$ cat src/rtl/wallace_tree_multiplier_8bit_if.sv
// Operand/product bundle for the 8x8 Wallace-tree multiplier.
// The master drives the operands and the slave returns the registered product.
interface wallace_tree_multiplier_8bit_if;
  logic [7:0]  a;
  logic [7:0]  b;
  logic [15:0] result;

  modport master (output a, output b, input result);
  modport slave  (input a, input b, output result);
endinterface

$ cat src/rtl/wallace_tree_multiplier_8bit.sv
// Unsigned 8x8 multiplier: AND partial-product array, Wallace 3:2/2:2 column
// reduction, ripple carry-propagate adder, and one registered 16-bit product.
module wallace_tree_multiplier_8bit (
  input  logic                          clk,
  input  logic                          rst,
  wallace_tree_multiplier_8bit_if.slave bus
);

  logic [7:0][7:0] pp;
  logic [15:0]     result_next;
  logic [15:0]     result_reg;

  // pp[i][j] carries weight 2^(i+j)
  generate
    for (genvar gi = 0; gi < 8; gi++) begin : g_pp_row
      for (genvar gj = 0; gj < 8; gj++) begin : g_pp_col
        assign pp[gi][gj] = bus.a[gj] & bus.b[gi];
      end
    end
  endgenerate

  function automatic logic [1:0] full_adder(input logic x, input logic y, input logic z);
    full_adder = {(x & y) | (x & z) | (y & z), x ^ y ^ z};
  endfunction

  function automatic logic [1:0] half_adder(input logic x, input logic y);
    half_adder = {x & y, x ^ y};
  endfunction

  // Column heights depend only on position, so every loop bound and index
  // collapses to a constant and the result is a fixed network of AND/HA/FA cells.
  function automatic logic [15:0] wallace_product(input logic [7:0][7:0] p);
    logic [7:0]  col  [17];
    logic [7:0]  ncol [17];
    int          h    [17];
    int          nh   [17];
    int          idx;
    int          max_h;
    logic [1:0]  sc;
    logic [15:0] row0;
    logic [15:0] row1;
    logic [15:0] sum;
    logic        carry;

    for (int k = 0; k < 17; k++) begin
      col[5'(k)]  = '0;
      ncol[5'(k)] = '0;
      h[5'(k)]    = 0;
      nh[5'(k)]   = 0;
    end

    for (int i = 0; i < 8; i++) begin
      for (int j = 0; j < 8; j++) begin
        col[5'(i + j)][3'(h[5'(i + j)])] = p[3'(i)][3'(j)];
        h[5'(i + j)] = h[5'(i + j)] + 1;
      end
    end

    max_h = 8;
    for (int layer = 0; layer < 6; layer++) begin
      if (max_h > 2) begin
        for (int k = 0; k < 17; k++) begin
          ncol[5'(k)] = '0;
          nh[5'(k)]   = 0;
        end
        for (int k = 0; k < 16; k++) begin
          idx = 0;
          for (int g = 0; g < 2; g++) begin
            if (h[5'(k)] - idx >= 3) begin
              sc = full_adder(col[5'(k)][3'(idx)], col[5'(k)][3'(idx + 1)],
                              col[5'(k)][3'(idx + 2)]);
              ncol[5'(k)][3'(nh[5'(k)])]         = sc[0];
              nh[5'(k)]                          = nh[5'(k)] + 1;
              ncol[5'(k + 1)][3'(nh[5'(k + 1)])] = sc[1];
              nh[5'(k + 1)]                      = nh[5'(k + 1)] + 1;
              idx                                = idx + 3;
            end
          end
          if (h[5'(k)] - idx == 2) begin
            sc = half_adder(col[5'(k)][3'(idx)], col[5'(k)][3'(idx + 1)]);
            ncol[5'(k)][3'(nh[5'(k)])]         = sc[0];
            nh[5'(k)]                          = nh[5'(k)] + 1;
            ncol[5'(k + 1)][3'(nh[5'(k + 1)])] = sc[1];
            nh[5'(k + 1)]                      = nh[5'(k + 1)] + 1;
          end else if (h[5'(k)] - idx == 1) begin
            ncol[5'(k)][3'(nh[5'(k)])] = col[5'(k)][3'(idx)];
            nh[5'(k)]                  = nh[5'(k)] + 1;
          end
        end
        max_h = 0;
        for (int k = 0; k < 17; k++) begin
          col[5'(k)] = ncol[5'(k)];
          h[5'(k)]   = nh[5'(k)];
          if (k < 16 && nh[5'(k)] > max_h) begin
            max_h = nh[5'(k)];
          end
        end
      end
    end

    // Column 16 only ever holds carries that are provably zero (product < 2^16)
    for (int k = 0; k < 16; k++) begin
      row0[4'(k)] = (h[5'(k)] > 0) ? col[5'(k)][0] : 1'b0;
      row1[4'(k)] = (h[5'(k)] > 1) ? col[5'(k)][1] : 1'b0;
    end

    carry = 1'b0;
    for (int k = 0; k < 16; k++) begin
      sc          = full_adder(row0[4'(k)], row1[4'(k)], carry);
      sum[4'(k)]  = sc[0];
      carry       = sc[1];
    end
    wallace_product = sum;
  endfunction

  always_comb begin
    result_next = wallace_product(pp);
  end

  always_ff @(posedge clk) begin
    if (rst) begin
      result_reg <= '0;
    end else begin
      result_reg <= result_next;
    end
  end

  assign bus.result = result_reg;

endmodule

$ cat src/flat_wrapper.sv
// flat-port wrapper written by rule: the top's interface ports become plain ports
module wallace_tree_multiplier_8bit_flat 
  (clk, rst, bus_a, bus_b, bus_result);
  wallace_tree_multiplier_8bit_if bus_i ();
  input  logic clk;
  input  logic rst;
  input wire logic [$bits(bus_i.a)-1:0] bus_a;
  input wire logic [$bits(bus_i.b)-1:0] bus_b;
  output wire logic [$bits(bus_i.result)-1:0] bus_result;
  assign bus_i.a = bus_a;
  assign bus_i.b = bus_b;
  assign bus_result = bus_i.result;
  wallace_tree_multiplier_8bit u_core (.clk(clk), .rst(rst), .bus(bus_i));
endmodule
$ cat config.mk
export PLATFORM = sky130hd
export DESIGN_NAME = wallace_tree_multiplier_8bit_flat
export DESIGN_NICKNAME = d
export VERILOG_FILES = /design/src/rtl/wallace_tree_multiplier_8bit_if.sv /design/src/rtl/wallace_tree_multiplier_8bit.sv /design/src/flat_wrapper.sv
export SDC_FILE = /design/constraint.sdc
export NUM_CORES = 1
export LEC_CHECK = 0
export CORE_UTILIZATION = 37
export DETAILED_ROUTE_END_ITERATION = 10
export PLACE_DENSITY_LB_ADDON = 0.25
export SLEW_MARGIN = 20
export SYNTH_ARGS = -nofsm -noshare
export SYNTH_HDL_FRONTEND = slang
export SYNTH_SLANG_ARGS = --single-unit
$ cat constraint.sdc
create_clock -name clk -period 4.3 [get_ports clk]
set_input_delay 0.86 -clock clk [delete_from_list [all_inputs] [get_ports clk]]
set_output_delay 0.86 -clock clk [all_outputs]
set_load 0.1 [all_outputs]
# Word-level counts from Yosys, hierarchy flattened
# Cells that the tools add are included.
word_totals:
  input_bits: 18
  word_cells: 60
  output_inout_bits: 16
  reg_bits: 8
classes:
  n_bitwise: 59
op_table:
  columns: ["operator", "count"]
  rows:
  - ["1-bit AND", 34]
  - ["1-bit XOR", 17]
  - ["1-bit OR", 8]

# Longest topological paths before layout
# Gate-level depths: netlist of run 1.
depth:
  depth_word: 13
  ltp_mapped: 13
  depth_no_buf: 13

# Least setup slack after synthesis of run 1
# Ideal clock, no wire load.
synth_path:
  kind: "input-to-reg"
  start: "in bus_b[0]"
  end: "reg u_core.result_reg[6] (netlist: u_core.bus.result[6])"
  t_required_ps: 4236
  arrival_ps: 3481
  n_path_buf: 0
  stages: 13
  slack_ps: 755
  cell_sequence: "and2_1 fa_1 inv_1 fa_1 inv_1 ha_1 inv_1 fa_1 inv_1 ha_1 inv_1 fa_1 nor2_1"
synth_via:
  elab_chain_len: 11
  word_cells_on_any_way: 37
  classes_between: "bitwise (37)"
synth_lines:
  columns: ["item", "line_no", "source"]
  rows:
  - ["start, declared", "flat_wrapper.sv:8", "input wire logic [$bits(bus_i.b)-1:0] bus_b;"]
  - ["1-bit AND", "wallace_tree_multiplier_8bit.sv:17", "assign pp[gi][gj] = bus.a[gj] & bus.b[gi];"]
  - ["1-bit AND", "wallace_tree_multiplier_8bit.sv:23", "full_adder = {(x & y) | (x & z) | (y & z), x ^ y ^ z};"]
  - ["1-bit OR (2 in a row)", "wallace_tree_multiplier_8bit.sv:23", null]
  - ["1-bit AND", "wallace_tree_multiplier_8bit.sv:23", null]
  - ["1-bit OR (2 in a row)", "wallace_tree_multiplier_8bit.sv:23", null]
  - ["1-bit AND / 1-bit XOR (equally long branches)", "wallace_tree_multiplier_8bit.sv:27", "half_adder = {x & y, x ^ y};"]
  - ["1-bit AND / 1-bit XOR (equally long branches)", null, null]
  - ["1-bit XOR / 1-bit AND (equally long branches)", null, null]
  - ["1-bit XOR (*)", "wallace_tree_multiplier_8bit.sv:23", null]
  - ["end signal, assigned", "wallace_tree_multiplier_8bit.sv:124", "result_reg <= result_next;"]
  - ["end, declared", "wallace_tree_multiplier_8bit.sv:11", "logic [15:0] result_reg;"]
# Mark *: on every way between the ends. The rest lies on a longest branch, timed or not.
# A chain may end at the register's enable or synchronous reset.

# Worst setup path in the final report of run 1
# Ends and elaborated chain as after synthesis.

==> impl_metrics.yaml, run 1 <==
cts:
  cts_root_buf: "clkbuf_4"
  cts_sinks: 8
  postCtsHoldBufs: 0
  postCtsSetupBuffers: 0
  cts_buffer_depth: 2
  cts_buffers: 3
  post_cts_resized: 0
  tritoncts: "yes"
  htreeDepth: 1
  path_clk_slew_ps: 50
power_and_ir_drop:
  p_sw_mw: 0.114
  p_comb_share_pct: 47.1
  power.leakage_nw: 0.389
  p_clk_share_pct: 21.3
  p_sw_share_pct: 44.5
  p_seq_share_pct: 31.7
  irDropWorstVdd_mv: 0.102
  totalPowerFinal_mw: 0.257
  power.density_nw_per_um2: 322
  p_int_mw: 0.143
finish:
  fin_nets: 115
  final_area_um2: 797
  finalNonFillerCells: 97
  diodes: 0
  largest_reg_flops: 8
  area_growth_pct: 30.5
  drive_gt1_share_pct: 12.3
  fin_util_pct: 52.3
grt:
  antenna_found_initial: 0
  grt_start_max_net_pins: 9
  track_usage_pct: 11.6
  grt_first_pass_wirelength_mm: 1.50
  grt_overflow: 0
  grt_pass1_vias: 382
synth:
  avgSynthCellArea_um2: 10.0
  syn_area_um2: 611
  synth_seq_area_share_pct: 26.2
  syn_inst: 61
  yosysMostFrequentCell: "inv_1"
  synth_common_cells: "inv_1, and2_1, ha_1, buf_4, dfxtp_1"
  yosys.cell_types.count: 13
  synth_top_area_share_pct: 26.2
  synth_enable_flop_cells: 0
  async_flop_share_pct: 0
  synth_largest_area_cell: "dfxtp_1"
  ys_seq_elements: 8
  ys_warn_count: 0
  synth_top_flop_cell: "dfxtp_1"
  synth_area_leaders: "dfxtp_1, ha_1, fa_1"
sta:
  timing.setup.tns_ps: 0
  hold_violations: 0
  finalSetupViolCount: 0
  setup_slack_ps: 440
  finalCritPeriodShare_pct: 89.8
  worst_hold_slack_ps: 1310
  slew_headroom_pct: 35.1
  rsz0062_at_grt: "no"
  max_freq_mhz: 259
  finalCriticalPeriod_ps: 3860
  maxSlewViolCount: 0
  tightestPinTransition_ps: 971
hold_path:
  hold_path.class: "input pin to flop"
floorplan:
  core_um2: 1520
  die_height_um: 42.6
  ios: 34
  die-area_um2: 1820
  num_rows: 14
  initial_core_util_pct: 40.1
  die-width_um: 42.6
detailed_routing:
  post_drt_via_cell_ratio: 4.11
  routedWlPerCell_um: 8.67
  postRouteWirelength_um: 841
  drtIter0Drc: 3
  dr.pass1.iters: 2
  vias: 399
  antenna_left: 0
  drc: 0
setup_path:
  worst_path_largest_cell_delay_ps: 540
  cp_slowest_cell: "fa_1"
  required_ps: 4480
  path_cells: "clkdlybuf4s50_1, and2_1, fa_1, inv_1, fa_1, inv_1, ha_1, inv_1, fa_1, inv_1, ha_1, inv_1, fa_1, nor2_1"
  path_buf_inv: 6
  crit_path_frequent_cell: "inv_1"
  critPathLaunchType: "input pin"
  cp-end-kind: "flop"
  worst-setup-path-type: "input pin to flop"
  critPathMaxFanout: 4
  cp.arrival_ps: 4040
  critical_path.top_delay_family: "adder cells"
placement:
  place_ws_ps: 171
  dpl_cell_area_um2: 774
  routabilityCongestion: 0.765
  hpwlAfterDp_um: 740
  port_buffers: 17
  dp.cells: 94
run_status:
  outcome: "finished, final reports clean"
flow_run:
  max_cap_violations: 0
cell usage in the layout, fill, tap and decap left out, drive strengths merged:
cell type | Yosys | final
and2b | 5 | 5
dfxtp | 8 | 8
ha | 9 | 9
clkdlybuf4s50 | 0 | 17
and4 | 1 | 1
nor2 | 2 | 2
nand2 | 1 | 1
conb | 1 | 8
nand4 | 1 | 1
buf | 8 | 1
and2 | 9 | 9
and3b | 1 | 1
inv | 10 | 10
fa | 5 | 5
clkbuf | 0 | 3
cells by family after synthesis:
logic type	after synthesis	share of synthesized area, %
fa+ha+maj	14	34.8
buf+inv	18	16.0
flops	8	26.2
other cells	1	0.614
simple gates	20	22.3
path summary, 6_finish.rpt:
check	start	end	depth (start not counted)
max	bus_b[0]	u_core.bus.result[6]	14
min	rst	u_core.bus.result[7]	2
final cells by class:
| class | count | area, µm² |
|---|---|---|
| Tap cell | 16 | 20.0 |
| Timing Repair Buffer | 18 | 178 |
| Sequential cell | 8 | 160 |
| Inverter | 10 | 37.5 |
| Multi-Input combinational cell | 42 | 379 |
| Fill cell | 150 | 727 |
| Clock buffer | 3 | 22.5 |
per-layer routing:
metal  global-route usage [%]  wire length (µm)
met2                     18.2               409
met5                        0                 0
met3                     2.59                38
met4                     11.3                21
met1                     12.5               372
power by group through the flow:
stage          Sequential [mW]  Clock (mW)  Combinational [mW]
2_1_floorplan            0.125           0              0.0575
3_3_place_gp            0.0828           0               0.120
3_5_place_dp            0.0831           0               0.121
4_1_cts                 0.0815      0.0576               0.122
5_1_grt                 0.0817      0.0614               0.129
6_report                0.0813      0.0546               0.121
No activity file was read; power rests on OpenSTA's default activity.
==> run 2, diff against run 1 <==
CORE_MARGIN = 8   (was unset)
==> run 2 against run 1 <==
Non-clock buffer count stayed put. Clock power is 3% higher. Global-route usage is 4.7 points lower. First-iteration DRC count grew 33%. Flip-flop and latch count is the same. Routed wire length increased by 22%. Cell area unchanged. Sequential power about the same. Combinational power about the same. Highest routed layer unchanged.
==> impl_metrics.yaml, run 2 (synthesis results as in run 1) <==
setup_path:
  worst_path_largest_cell_delay_ps: 540
  crit_end: "u_core.bus.result[6]"
  cp.arrival_ps: 4070
  path_cells: "clkdlybuf4s50_1, and2_1, fa_1, inv_1, fa_1, inv_1, ha_1, inv_1, fa_1, inv_1, ha_1, inv_1, fa_1, nor2_1"
  cp-end-kind: "flop"
  required_ps: 4480
  critPathLaunch: "bus_b[0]"
  critPathLaunchType: "input pin"
  cp.depth: 14
  worst-setup-path-type: "input pin to flop"
  cp_slowest_cell: "fa_1"
  critPathMaxFanout: 4
  crit_path_frequent_cell: "inv_1"
  path_buf_inv: 6
  critical_path.top_delay_family: "adder cells"
power_and_ir_drop:
  power.leakage_nw: 0.389
  p_sw_mw: 0.116
  power.density_nw_per_um2: 324
  p_comb_share_pct: 46.9
  p_seq_share_pct: 31.4
  p_int_mw: 0.143
  p_clk_share_pct: 21.7
  p_sw_share_pct: 44.8
  irDropWorstVdd_mv: 0.106
  totalPowerFinal_mw: 0.258
placement:
  hpwlAfterDp_um: 945
  port_buffers: 17
  routabilityCongestion: 0.689
floorplan:
  core_um2: 1520
  die_height_um: 56.6
  ios: 34
  die-area_um2: 3210
  num_rows: 14
  die-width_um: 56.6
  initial_core_util_pct: 40.1
detailed_routing:
  drc: 0
  antenna_left: 0
  dr.pass1.iters: 4
  postRouteWirelength_mm: 1.03
  post_drt_via_cell_ratio: 4.23
  routedWlPerCell_um: 10.6
  drtIter0Drc: 4
  vias: 410
sta:
  finalCritPeriodShare_pct: 90.4
  rsz0062_at_grt: "no"
  hold_violations: 0
  finalSetupViolCount: 0
  maxSlewViolCount: 0
  finalCriticalPeriod_ps: 3890
  max_freq_mhz: 257
  timing.setup.tns_ps: 0
  slew_headroom_pct: 34.9
  tightestPinTransition_ps: 974
finish:
  area_growth_pct: 30.5
  mostFrequentLayoutCells: "clkdlybuf4s50_1, inv_1, and2_1, ha_1"
  largest_reg_flops: 8
  fin_nets: 115
  drive_gt1_share_pct: 12.3
  final_common_cell: "clkdlybuf4s50_1"
  diodes: 0
  n_fill_cell: 153
grt:
  track_usage_pct: 6.95
  grt_overflow: 0
  grt_pass1_vias: 437
  antenna_found_initial: 0
  grt_start_max_net_pins: 9
  grt_first_pass_wirelength_mm: 1.74
cts:
  postCtsHoldBufs: 0
  htreeDepth: 1
  cts_sinks: 8
  post_cts_resized: 0
  tritoncts: "yes"
  cts_buffer_depth: 2
  postCtsSetupBuffers: 0
  cts_root_buf: "clkbuf_4"
  cts_buffers: 3
  path_clk_slew_ps: 50
flow_run:
  max_cap_violations: 0
run_status:
  outcome: "finished, final reports clean"
hold_path:
  hold_path.class: "input pin to flop"
==> run 2: cell counts in the layout (fill, tap and decap cells not counted) <==
Identical to the previous run, type by type.
==> run 2: how the worst min path moves through the flow <==
stage | from | endpoint | cells after the start
after CTS | rst | u_core.bus.result[7] | 2
after detailed placement | rst | u_core.bus.result[7] | 2
after floorplan | rst | u_core.bus.result[6] | 1
after global routing | bus_a[0] | u_core.bus.result[0] | 2
after global placement | rst | u_core.bus.result[7] | 2
final | rst | u_core.bus.result[7] | 2
==> run 2: per-layer routing <==
metal / global-route usage [%] / share of wire, % / vias to the layer above
met5: 0 / 0 / -
met4: 8.25 / 2.6 / 0
met3: 2.25 / 4.9 / 2
met2: 10.7 / 48 / 15
met1: 6.61 / 45 / 182
li1: - / - / 211
==> run 2: layout make-up <==
type	count	area, µm²	area share (%)
flip-flops and latches	8	160	20.1
repair buffers	18	178	22.3
well taps	16	20.0	2.51
inverters	10	37.5	4.71
multi-input cells	42	379	47.6
clock buffers	3	22.5	2.83
==> run 2: stage by stage <==
step	util [%]	setup WS, ps	cell area [µm²]	instances	hold slack, ps
after floorplan	-	755	637	68	927
after global placement	50.8	174	774	94	1550
after detailed placement	50.8	126	774	94	1550
after CTS	52.3	392	797	97	1280
after global routing	52.3	255	797	97	1330
final	52.3	411	797	97	1290
==> run 2: power groups by stage <==
stage | Sequential (mW) | Combinational (mW) | Clock [mW]
floorplan | 0.125 | 0.0575 | 0
global placement | 0.0827 | 0.121 | 0
detailed placement | 0.0828 | 0.122 | 0
CTS | 0.0812 | 0.122 | 0.0592
global route | 0.0815 | 0.129 | 0.0616
finish | 0.0811 | 0.121 | 0.0560
